File: config.mk
export PLATFORM = sky130hd
export DESIGN_NAME = bcd_convert_sched_flat
export DESIGN_NICKNAME = d
export VERILOG_FILES = /design/src/rtl/bcd_convert_sched_if.sv /design/src/rtl/bcd_convert_sched.sv /design/src/flat_wrapper.sv
export SDC_FILE = /design/constraint.sdc
export NUM_CORES = 1
export LEC_CHECK = 0
export BUFFER_PORTS_ARGS = -buffer_cell sky130_fd_sc_hd__buf_4
export CAP_MARGIN = 20
export CORE_UTILIZATION = 48
export CTS_CLUSTER_DIAMETER = 30
export DETAILED_ROUTE_END_ITERATION = 8
export GPL_ROUTABILITY_DRIVEN = 0
export PLACE_DENSITY = 0.73
export SYNTH_ARGS = -nofsm -noshare
export SYNTH_HDL_FRONTEND = slang
export SYNTH_SLANG_ARGS = --single-unit
File: constraint.sdc
create_clock -name clk -period 1.59 [get_ports clk]
set_input_delay 0.2385 -clock clk [delete_from_list [all_inputs] [get_ports clk]]
set_output_delay 0.2385 -clock clk [all_outputs]
set_load 0.02 [all_outputs]
File: src/rtl/bcd_convert_sched_if.sv
// Request/grant and result bundle between the two score sources, the shared
// binary-to-BCD converter and the seven-segment display logic.
interface bcd_convert_sched_if #(
  parameter int unsigned WIDTH = 8
) ();
  logic             req0;
  logic [WIDTH-1:0] bin0;
  logic             ack0;
  logic             req1;
  logic [WIDTH-1:0] bin1;
  logic             ack1;
  logic             busy;
  logic             done;
  logic             done_id;
  logic [3:0]       digit0;
  logic [3:0]       digit1;
  logic [3:0]       digit2;

  modport master (
    output req0, bin0, req1, bin1,
    input  ack0, ack1, busy, done, done_id, digit0, digit1, digit2
  );

  modport slave (
    input  req0, bin0, req1, bin1,
    output ack0, ack1, busy, done, done_id, digit0, digit1, digit2
  );
endinterface

File: src/rtl/bcd_convert_sched.sv
// Iterative double-dabble binary-to-BCD converter shared by two requesters
// through a round-robin arbiter; one conversion every WIDTH+2 clocks.
module bcd_convert_sched #(
  parameter int unsigned WIDTH = 8
) (
  input logic               clk,
  input logic               reset_n,
  bcd_convert_sched_if.slave bus
);

  localparam int unsigned CntW = $clog2(WIDTH + 1);
  localparam int unsigned RegW = 12 + WIDTH;

  typedef enum logic [1:0] {StIdle, StShift, StDone} state_e;

  state_e          r_state;
  logic [CntW-1:0] r_count;
  logic [RegW-1:0] r_work;
  logic            r_last_id;
  logic            r_cur_id;
  logic            r_done;
  logic            r_done_id;
  logic [3:0]      r_digit0;
  logic [3:0]      r_digit1;
  logic [3:0]      r_digit2;

  logic            w_grant0;
  logic            w_grant1;
  logic [11:0]     w_bcd_adj;
  logic [RegW-1:0] w_work_shift;

  // Grants are gated by reset so no ack can leak out while reset is held.
  always_comb begin
    w_grant0 = 1'b0;
    w_grant1 = 1'b0;
    if (reset_n && (r_state == StIdle)) begin
      w_grant0 = bus.req0 && (!bus.req1 || r_last_id);
      w_grant1 = bus.req1 && (!bus.req0 || !r_last_id);
    end
  end

  always_comb begin
    w_bcd_adj = r_work[RegW-1:WIDTH];
    for (int i = 0; i < 3; i++) begin
      if (w_bcd_adj[4*i +: 4] >= 4'd5) begin
        w_bcd_adj[4*i +: 4] = w_bcd_adj[4*i +: 4] + 4'd3;
      end
    end
    // The hundreds nibble never reaches bit 11 for WIDTH <= 9, so it is dropped.
    w_work_shift = RegW'({w_bcd_adj, r_work[WIDTH-1:0], 1'b0});
  end

  always_ff @(posedge clk or negedge reset_n) begin
    if (!reset_n) begin
      r_state   <= StIdle;
      r_count   <= '0;
      r_work    <= '0;
      r_last_id <= 1'b1;
      r_cur_id  <= 1'b0;
      r_done    <= 1'b0;
      r_done_id <= 1'b0;
      r_digit0  <= 4'd0;
      r_digit1  <= 4'd0;
      r_digit2  <= 4'd0;
    end else begin
      r_done <= 1'b0;
      case (r_state)
        StIdle: begin
          if (w_grant0 || w_grant1) begin
            r_work    <= {12'd0, (w_grant1 ? bus.bin1 : bus.bin0)};
            r_cur_id  <= w_grant1;
            r_last_id <= w_grant1;
            r_count   <= CntW'(WIDTH);
            r_state   <= StShift;
          end
        end
        StShift: begin
          r_work  <= w_work_shift;
          r_count <= r_count - CntW'(1);
          if (r_count == CntW'(1)) begin
            r_digit2  <= w_work_shift[RegW-1 -: 4];
            r_digit1  <= w_work_shift[RegW-5 -: 4];
            r_digit0  <= w_work_shift[RegW-9 -: 4];
            r_done    <= 1'b1;
            r_done_id <= r_cur_id;
            r_state   <= StDone;
          end
        end
        StDone: begin
          r_state <= StIdle;
        end
        default: begin
          r_state <= StIdle;
        end
      endcase
    end
  end

  assign bus.ack0    = w_grant0;
  assign bus.ack1    = w_grant1;
  assign bus.busy    = (r_state != StIdle) || w_grant0 || w_grant1;
  assign bus.done    = r_done;
  assign bus.done_id = r_done_id;
  assign bus.digit0  = r_digit0;
  assign bus.digit1  = r_digit1;
  assign bus.digit2  = r_digit2;

endmodule

File: src/flat_wrapper.sv
// flat-port wrapper written by rule: the top's interface ports become plain ports
module bcd_convert_sched_flat 
#(
  parameter int unsigned WIDTH = 8
)
  (clk, reset_n, bus_req0, bus_bin0, bus_req1, bus_bin1, bus_ack0, bus_ack1, bus_busy, bus_done, bus_done_id, bus_digit0, bus_digit1, bus_digit2);
  bcd_convert_sched_if #(.WIDTH(WIDTH)) bus_i ();
  input logic clk;
  input logic reset_n;
  input wire logic [$bits(bus_i.req0)-1:0] bus_req0;
  input wire logic [$bits(bus_i.bin0)-1:0] bus_bin0;
  input wire logic [$bits(bus_i.req1)-1:0] bus_req1;
  input wire logic [$bits(bus_i.bin1)-1:0] bus_bin1;
  output wire logic [$bits(bus_i.ack0)-1:0] bus_ack0;
  output wire logic [$bits(bus_i.ack1)-1:0] bus_ack1;
  output wire logic [$bits(bus_i.busy)-1:0] bus_busy;
  output wire logic [$bits(bus_i.done)-1:0] bus_done;
  output wire logic [$bits(bus_i.done_id)-1:0] bus_done_id;
  output wire logic [$bits(bus_i.digit0)-1:0] bus_digit0;
  output wire logic [$bits(bus_i.digit1)-1:0] bus_digit1;
  output wire logic [$bits(bus_i.digit2)-1:0] bus_digit2;
  assign bus_i.req0 = bus_req0;
  assign bus_i.bin0 = bus_bin0;
  assign bus_i.req1 = bus_req1;
  assign bus_i.bin1 = bus_bin1;
  assign bus_ack0 = bus_i.ack0;
  assign bus_ack1 = bus_i.ack1;
  assign bus_busy = bus_i.busy;
  assign bus_done = bus_i.done;
  assign bus_done_id = bus_i.done_id;
  assign bus_digit0 = bus_i.digit0;
  assign bus_digit1 = bus_i.digit1;
  assign bus_digit2 = bus_i.digit2;
  bcd_convert_sched #(.WIDTH(WIDTH)) u_core (.clk(clk), .reset_n(reset_n), .bus(bus_i));
endmodule
==> metrics.cfg, run 1 <==
[job]
drv_cap=0

[synthesis]
synth_edf_count=0
netlist_instances=206
synthFlopType=dfrtp_1
synth.area.top_cells=dfrtp_1 (47%), ha_1 (4.6%), o21ai_2 (4.4%), a22o_1 (4.0%), mux2i_1 (3.7%)
ys_async_sr_fraction_pct=100
syn-num-nets=234
synthTopCellsByCount=dfrtp_1 (41), nand2_1 (21), o21ai_1 (14)
yosysMostFrequentCell=dfrtp_1
yosys_warnings=0
synth_cell_type_count=37
synth_top_area_share_pct=47.0
ys_ff_latch=42
yosys.area.top_type=dfrtp_1
avgSynthCellArea_sq_um=10.6
synth_area_sq_um=2180
seq_area_frac_synth_pct=48.2

[worst_hold_path]
min_path_type=in2reg

[sta]
rsz0062_at_grt=yes
setup-tns-final_ns=0
fin_skew_ns=0.00735
slew_viol_final=0
fmax_ghz=0.636
fin_ws_ns=0.0185
final.min_clock_period_ns=1.57
hold_viol_final=0
worstMarginPinSlew_ns=0.461
slew_headroom_pct=69.2
finalSetupViolCount=0
fin_crit_sh_pct=98.8

[floorplanning]
die_w_um=69.5
die_area_sq_um=4820
initial_core_util_pct=50.2
coreArea_sq_um=4350
top_level_ports=37
num_rows=24
die_h_um=69.5

[setup_path]
cp.required_ns=1.35
path_buf_inv=1
cp_cell_sequence=nor3b_4 > and3_4 > buf_6
cp.arrival_ns=1.33
crit_fanout=3
crit_path_end_kind=primary output
cpMaxStageDelayCell=dfrtp_2
crit_type=reg2out
max_stage_delay_ns=0.46
path_delay_family=flip-flops
crit_path_start_kind=register

[pwr]
p_per_area_nw_per_um2=2030
p_leak_nw=1.38
vdd_ir_drop_max_mv=0.777

[cells_and_area]
nFillCells=343
final_cells=318
seqCellArea_sq_um=1050
area_growth_pct=31.7
fin_util_pct=66.1
nets=293
layout-drive-gt1-share_pct=41.0
n_antenna_cell=0
multi_input_area_sq_um=1070

[global_route]
grt_antenna_before_repair=0
grt_usage_pct=20.0
grt_first_pass_wirelength_um=7620
grt_max_degree=34
globalRouteOverflowTotal=0
grt_pass1_vias=1646

[detailed_routing]
ant_nets=0
dr_total_vias=1702
wl_per_cell_um=14.0
drt_iter0_drc=77
totalWireLength_um=4440
drc=0
avgViaCountPerCell=5.35
dr.pass1.iters=4

[clock_tree]
clock_latency_ns=0.30
numCtsBuffers=5
h-tree-depth=2
clock-sinks=42
clk_path_buf_depth=2
path_clk_slew_ns=0.08
cts-root-buf=clkbuf_8
cts_tree=yes

[placed_design]
io_buffer_count=36
place_inst=295
dpl.hpwl_um=2890
detailedPlace.worstSlack_ns=-0.00607

[outcome]
status=finished clean

==> kinds of logic (layout without fill, tap and decap cells) <==
family	after synthesis	count (layout)	synth area share (%)
and+or+nand+nor	54	54	14.5
xor gates and xnor gates	5	5	2.00
buffers and inverters	21	81	5.90
AOI/OAI and AO/OA	64	64	19.0
DFF	42	42	48.2
adders and majority gates	8	8	4.58
muxes	12	12	5.90
==> report_power, final <==
| part | switching (mW) | internal [mW] |
|---|---|---|
| Sequential | 0.391 | 1.55 |
| Combinational | 1.46 | 1.39 |
| Clock | 0.376 | 0.670 |
| Total | 2.23 | 3.61 |
==> cells in the final DEF, fill, tap and decap left out, drive strengths merged <==
cell         instances
clkbuf               6
a31oi                2
nand2b               4
ha                   8
o21bai               2
bufinv               2
o21ai               34
inv                 10
nand2               22
or3b                 2
a22o                10
or2                  1
a21boi               1
and2                 2
mux2                 4
nand3               11
mux2i                8
nor3b                5
nor2b                1
buf                 60
nor4                 1
a21oi               13
o21a                 1
dfstp                1
xnor2                5
dlygate4sd3          2
clkinv               1
a21o                 1
nor2                 4
dfrtp               41
and3                 1
==> tightest hold or removal path, delay by kind of cell <==
kind | cells | cell delay, ns
multiplexers | 1 | 0.05
AO/OA/AOI/OAI | 1 | 0.10
buffers and inverters | 1 | 0.08
==> worst paths after layout <==
path,cells past startpoint,endpoint,start,slack (ns)
worst max-delay path,3,bus_ack0,u_core.r_state[1],0.02
worst min-delay path,3,u_core.r_work[4],bus_bin0[4],0.20
worst max register to register,7,u_core.r_work[9],u_core.r_work[9],0.06
worst min register to register,2,u_core.bus.done_id,u_core.r_cur_id,0.48
max in group asynchronous,3,u_core.r_last_id,reset_n,0.72
min in group asynchronous,2,u_core.r_work[1],reset_n,0.44
==> stage by stage <==
stage          power (mW)  instance area [sq um]  hold WS [ns]
3_5_place_dp         4.40                   2520        0.0861
3_3_place_gp         4.32                   2520        0.0845
4_1_cts              5.57                   2740         0.204
2_1_floorplan        3.71                   2180       -0.0571
6_report             5.84                   2880         0.205
5_1_grt              6.28                   2880         0.215
==> layout make-up <==
type	count	share of cell area (%)
inverter	11	1.48
clock buffer	6	2.87
multi-input combinational	143	37.2
sequential	42	36.7
tap	52	2.26
timing repair buffer	62	17.4
clock inverter	2	2.09
==> per-layer routing <==
| metal | vias up | routed length (um) | track usage, % |
|---|---|---|---|
| met2 | 35 | 2270 | 34.2 |
| met3 | 5 | 177 | 4.51 |
| met4 | 0 | 44 | 6.12 |
| met5 | - | 0 | 0 |
| li1 | 845 | - | - |
| met1 | 817 | 1950 | 25.3 |
==> repair_timing <==
item | 4_1_cts | 5_1_grt
pin swaps | 3 | 6
hold buffers | 2 | 0
hold endpoints to repair | 9 | 0
setup buffers | 3 | 10
endpoints found under the setup margin | 7 | 15
gates resized for setup | 9 | 18
==> state kept, by name, summed over array words and instances (netlist names) <==
name	count
u_core.bus.digit0	4
u_core.bus.digit1	4
u_core.bus.digit2	4
u_core.bus.done	1
u_core.bus.done_id	1
u_core.r_count	4
u_core.r_cur_id	1
u_core.r_last_id	1
u_core.r_state	2
u_core.r_work	20
No activity file was read; power rests on OpenSTA's default activity.
==> run 2, diff against run 1 <==
BUFFER_PORTS_ARGS = -buffer_cell sky130_fd_sc_hd__buf_2   (was -buffer_cell sky130_fd_sc_hd__buf_4)
==> run 2 against run 1 <==
Compared with the run above: worst hold slack got worse by 0.15 ns; largest power group unchanged; wire length fell by 6.0%; global-route usage fell by 1.2 points; first-iteration DRC count rose by 1.3%; die area stayed put; sequential power shrank 2%; clock-buffer cell count fell by 1; total power shrank 7.2%; combinational power down 6%; register-to-register slack better by 0.03 ns; design area decreased by 6.0%; maximum frequency rose by 0.66%.
==> metrics.cfg, run 2 (synthesis gave the netlist of run 1 again) <==
[detailed_routing]
wl_per_cell_um=13.3  ; -4.8%
drt_iter0_drc=78  ; +1.3%
ant_nets=0  ; unchanged
dr_total_vias=1671  ; -1.8%
drc=0  ; unchanged
avgViaCountPerCell=5.32  ; -0.57%
dr.pass1.iters=4  ; unchanged
totalWireLength_um=4180  ; -6.0%

[cells_and_area]
most-common-layout-cells=dfrtp_1 (39), buf_2 (33), buf_4 (22)
area_growth_pct=23.8
final_common_cell=dfrtp_1
layout-drive-gt1-share_pct=39.3  ; -1.7 points
seqCellArea_sq_um=1050  ; unchanged
fin_area_sq_um=2700  ; -6.0%
multi_input_area_sq_um=1060  ; -0.82%
largest_register_ffs=20  ; unchanged
n_antenna_cell=0  ; unchanged
nFillCells=353  ; +2.9%
nets=289  ; -1.4%
fin_util_pct=62.1  ; -4.0 points
top_register=u_core.r_work

[setup_path]
r2r_start=u_core.r_work[16]
cpMaxStageDelayCell=dfrtp_2
crit_fanout=3  ; unchanged
path_buf_inv=1  ; unchanged
crit_path_end_kind=primary output
crit_type=reg2out
cp_cell_sequence=nor3b_4 > and3_4 > buf_6
rrSetupSlack_ns=0.09  ; +0.03 ns
crit_path_start_kind=register
worstReg2RegEnd=u_core.r_work[19]
startpoint=u_core.r_state[0]
max_stage_delay_ns=0.43  ; -0.03 ns
reg2reg_depth=5  ; -2
path_delay_family=simple AND/OR/NAND/NOR gates
cp.required_ns=1.35  ; about the same
cp.arrival_ns=1.32  ; about the same

[sta]
fin_skew_ns=0.00838  ; +0.00103 ns
final.min_clock_period_ns=1.56  ; -0.0103 ns
slew_headroom_pct=65.5  ; -3.7 points
fin_crit_sh_pct=98.2  ; -0.65 points
fin_hold_ws_ns=0.0564  ; -0.148 ns
slew_viol_final=0  ; unchanged
fmax_ghz=0.641  ; +0.66%
fin_ws_ns=0.0288  ; +0.0103 ns
rsz0062_at_grt=yes
finalSetupViolCount=0  ; unchanged
worstMarginPinSlew_ns=0.518  ; +0.0568 ns
hold_viol_final=0  ; unchanged

[placed_design]
place_area_sq_um=2450  ; -2.8%
detailedPlace.worstSlack_ns=-0.00635  ; -0.000284 ns
dpl.hpwl_um=2860  ; -1.0%
io_buffer_count=36  ; unchanged

[global_route]
globalRouteOverflowTotal=0  ; unchanged
grt_usage_pct=18.9  ; -1.2 points
top_usage_layer=met2
grt_use_met2_pct=31.2  ; -3.0 points
grt_first_pass_wirelength_um=7180  ; -5.9%
grt_use_met3_pct=4.94  ; +0.44 points
grt_pass1_vias=1610  ; -2.2%
grt_max_degree=42  ; +24%
grt_antenna_before_repair=0  ; unchanged
groute.layer.met1.usage_pct=23.2  ; -2.1 points

[clock_tree]
clk_path_buf_depth=2  ; unchanged
clock_latency_ns=0.29  ; about the same
numCtsBuffers=5  ; unchanged
cts-root-buf=clkbuf_8
h-tree-depth=2  ; unchanged
clock-sinks=42  ; unchanged
cts_tree=yes
path_clk_slew_ns=0.08  ; about the same

[floorplanning]
die_area_sq_um=4820  ; unchanged
num_rows=24  ; unchanged
die_h_um=69.5  ; unchanged
initial_core_util_pct=50.2  ; unchanged
top_level_ports=37  ; unchanged
coreArea_sq_um=4350  ; unchanged
die_w_um=69.5  ; unchanged

[worst_hold_path]
min_path_type=in2async

[pwr]
finalPower_mw=5.41  ; -7.2%
pwr-share-comb_pct=49.7  ; +0.8 points
vdd_ir_drop_max_mv=0.856  ; +10%
sequentialPowerShare_pct=35.1  ; +1.9 points
sw_frac_of_total_pct=39.7  ; +1.5 points
p_leak_nw=1.32  ; -4.2%
clockPowerShare_pct=15.2  ; -2.7 points
p_switching_mw=2.15  ; -3.6%
p_per_area_nw_per_um2=2000  ; -1.3%
internal_power_mw=3.27  ; -9.5%

[outcome]
status=finished clean

[job]
drv_cap=0  ; unchanged

-- run 2: cell count changes in the layout (fill, tap and decap cells not counted), sizes merged --
cell,previous run,this run
bufinv,2,1
buf,60,57
clkbuf,6,5
dlygate4sd3,2,1
clkinv,1,3
-- run 2: timing repair --
item                                    in CTS  in global routing
resized for setup                           10                 12
cloned                                       0                  0
buffers inserted                             4                  5
pin swaps                                    2                  4
hold endpoints to repair                     1                  0
endpoints found under the setup margin       4                 13
hold buffers                                 1                  0
-- run 2: how the worst max path moves through the flow --
| stage | to | depth (start not counted) |
|---|---|---|
| final | bus_ack0 | 3 |
| after global routing | bus_ack0 | 3 |
| after CTS | bus_ack0 | 3 |
| after detailed placement | u_core.r_work[14] | 6 |
| after global placement | u_core.r_work[14] | 6 |
| after floorplan | u_core.r_work[10] | 6 |
-- run 2: power by group through the flow --
stage	sequential [mW]	combinational, mW	clock (mW)
CTS	1.89	2.51	0.844
global placement	1.90	2.33	0
global route	1.97	3.00	0.891
detailed placement	1.92	2.40	0
floorplan	2.04	1.67	0
finish	1.90	2.69	0.821
-- run 2: per-stage QoR --
step / TNS, ns / std cells
after floorplan: 0 / 206
after detailed placement: -0.00635 / 296
after global routing: -0.0430 / 314
final: 0 / 314
after global placement: 0 / 296
after CTS: 0 / 309
-- run 2: cell type report --
type                       count  area share [%]
clock buffer                   5            2.55
sequential                    42            39.0
timing repair buffer          58            13.7
clock inverter                 3            1.48
inverter                      11            1.57
tap                           52            2.41
multi-input combinational    143            39.2
-- run 2: layer usage --
layer / routed length [um] / share of wire, % / up-vias
met5: 0 / 0 / -
met1: 1890 / 45 / 793
met2: 2070 / 49 / 37
met3: 139 / 3.3 / 7
li1: - / - / 834
met4: 78 / 1.9 / 0
==> run 3, diff against run 2 <==
CORE_ASPECT_RATIO = 0.7   (was not set)
CORE_UTILIZATION = 50   (was 48)
PLACE_DENSITY = 0.75   (was 0.73)
==> run 3 against run 2 <==
Compared with the run above: sequential share of layout area increased by 0.29 points; wire length rose by 3.6%; critical path type unchanged; worst hold slack got worse by 0.0085 ns; core utilization increased by 4.3 points; first-iteration DRC count fell by 10%; sequential cell count is the same; clock power rose by 3.2%; critical path depth unchanged; non-clock buffer count rose by 1; largest power group unchanged.
==> metrics.cfg, run 3 (synthesis gave the netlist of run 1 again) <==
[outcome]
status=finished clean

[global_route]
grt_max_degree=43  ; +2.4%
grt_usage_pct=20.6  ; +1.8 points
grt_pass1_vias=1534  ; -4.7%
grt_first_pass_wirelength_um=7150  ; -0.39%
grt_antenna_before_repair=0  ; unchanged
globalRouteOverflowTotal=0  ; unchanged

[detailed_routing]
drt_iter0_drc=70  ; -10%
wl_per_cell_um=13.7  ; +3.3%
drc=0  ; unchanged
dr.pass1.iters=4  ; unchanged
totalWireLength_um=4330  ; +3.6%
ant_nets=0  ; unchanged
dr_total_vias=1665  ; -0.36%
avgViaCountPerCell=5.29  ; -0.68%

[sta]
finalSetupViolCount=0  ; unchanged
rsz0062_at_grt=yes
setup-tns-final_ns=0  ; unchanged
slew_headroom_pct=65.1  ; -0.41 points
slew_viol_final=0  ; unchanged
final.min_clock_period_ns=1.56  ; -0.00579 ns
worstMarginPinSlew_ns=0.524  ; +0.00622 ns
fin_crit_sh_pct=97.8  ; -0.36 points
hold_viol_final=0  ; unchanged
fmax_ghz=0.643  ; +0.37%
fin_skew_ns=0.0118  ; +0.00346 ns
fin_ws_ns=0.0346  ; +0.00579 ns
fin_hold_ws_ns=0.0479  ; -0.00855 ns

[pwr]
p_leak_nw=1.30  ; -1.6%
vdd_ir_drop_max_mv=1.07  ; +25%
p_per_area_nw_per_um2=2030  ; +1.2%
finalPower_mw=5.44  ; +0.43%

[worst_hold_path]
min_path_type=in2async

[clock_tree]
numCtsBuffers=5  ; unchanged
clock-sinks=42  ; unchanged
cts_tree=yes
clock_latency_ns=0.30  ; about the same
clk_path_buf_depth=2  ; unchanged
cts-root-buf=clkbuf_8
path_clk_slew_ns=0.09  ; about the same
ctsHoldBuffers=0  ; -1
h-tree-depth=2  ; unchanged

[setup_path]
cp.required_ns=1.35  ; about the same
cp.arrival_ns=1.32  ; about the same
cp_cell_sequence=nor3b_4 > and3_4 > buf_6
crit_path_end_kind=primary output
crit_fanout=4  ; +1
max_stage_delay_ns=0.45  ; +0.02 ns
crit_path_start_kind=register
cpMaxStageDelayCell=dfrtp_2
crit_type=reg2out

[cells_and_area]
fin_area_sq_um=2680  ; -0.74%
final_common_cell=dfrtp_1
layout-drive-gt1-share_pct=39.5  ; +0.23 points
n_antenna_cell=0  ; unchanged
top_register=u_core.r_work
area_growth_pct=22.9
nets=290  ; +0.35%
final_cells=315  ; +0.32%
largest_register_ffs=20  ; unchanged
most-common-layout-cells=dfrtp_1 (39), buf_2 (33), buf_4 (24)
fin_util_pct=66.4  ; +4.3 points

[floorplanning]
initial_core_util_pct=54.1  ; +3.9 points
die_w_um=81.0  ; +17%
top_level_ports=37  ; unchanged
die_h_um=57.3  ; -17%
die_area_sq_um=4640  ; -3.8%
coreArea_sq_um=4040  ; -7.2%
num_rows=19  ; -21%

[placed_design]
place_area_sq_um=2440  ; -0.20%
io_buffer_count=36  ; unchanged
detailedPlace.worstSlack_ns=0.0303  ; +0.0367 ns
dpl.hpwl_um=2950  ; +3.2%
place_inst=297  ; +0.34%

[job]
drv_cap=0  ; unchanged

-- run 3: final timing paths --
path | start | to | slack, ns | cells past startpoint
setup / recovery | u_core.r_state[1] | bus_ack0 | 0.03 | 3
hold / removal | reset_n | u_core.r_work[1] | 0.05 | 2
setup reg to reg | u_core.r_work[16] | u_core.r_work[19] | 0.09 | 5
hold reg to reg | u_core.r_cur_id | u_core.bus.done_id | 0.47 | 2
max in group asynchronous | reset_n | u_core.r_state[0] | 1.14 | 2
min in group clk | bus_bin0[5] | u_core.r_work[5] | 0.20 | 3
-- run 3: layer usage --
layer / global-route usage [%] / routed length, um / vias up
met4: 6.89 / 34 / 0
met1: 31.3 / 2250 / 789
met2: 28.8 / 1870 / 35
met3: 4.80 / 169 / 4
met5: 0 / 0 / -
li1: - / - / 837
-- run 3: area by class of cell --
cell class,count,area [sq um]
clock buffers,6,72.6
clock inverters,2,37.5
fillers,333,1360
inverters,11,42.5
multi-input cells,143,1040
flip-flops and latches,42,1050
well taps,52,65.1
repair buffers,59,368
-- run 3: repair_timing --
action | 4_1_cts | 5_1_grt
setup buffers | 4 | 6
setup endpoints to repair | 3 | 15
pin swaps | 2 | 6
gates resized for setup | 6 | 14
-- run 3: critical path: cells and delay by family, from the launching register on --
kind,cells,cell delay [ns]
AND/OR/NAND/NOR,2,0.46
buffers and inverters,1,0.11
flip-flops,1,0.45
-- run 3: power by group --
part	leakage (nW)	internal, mW	switching [mW]
registers	0.526	1.55	0.378
logic	0.719	1.24	1.42
clock network	0.0514	0.469	0.378
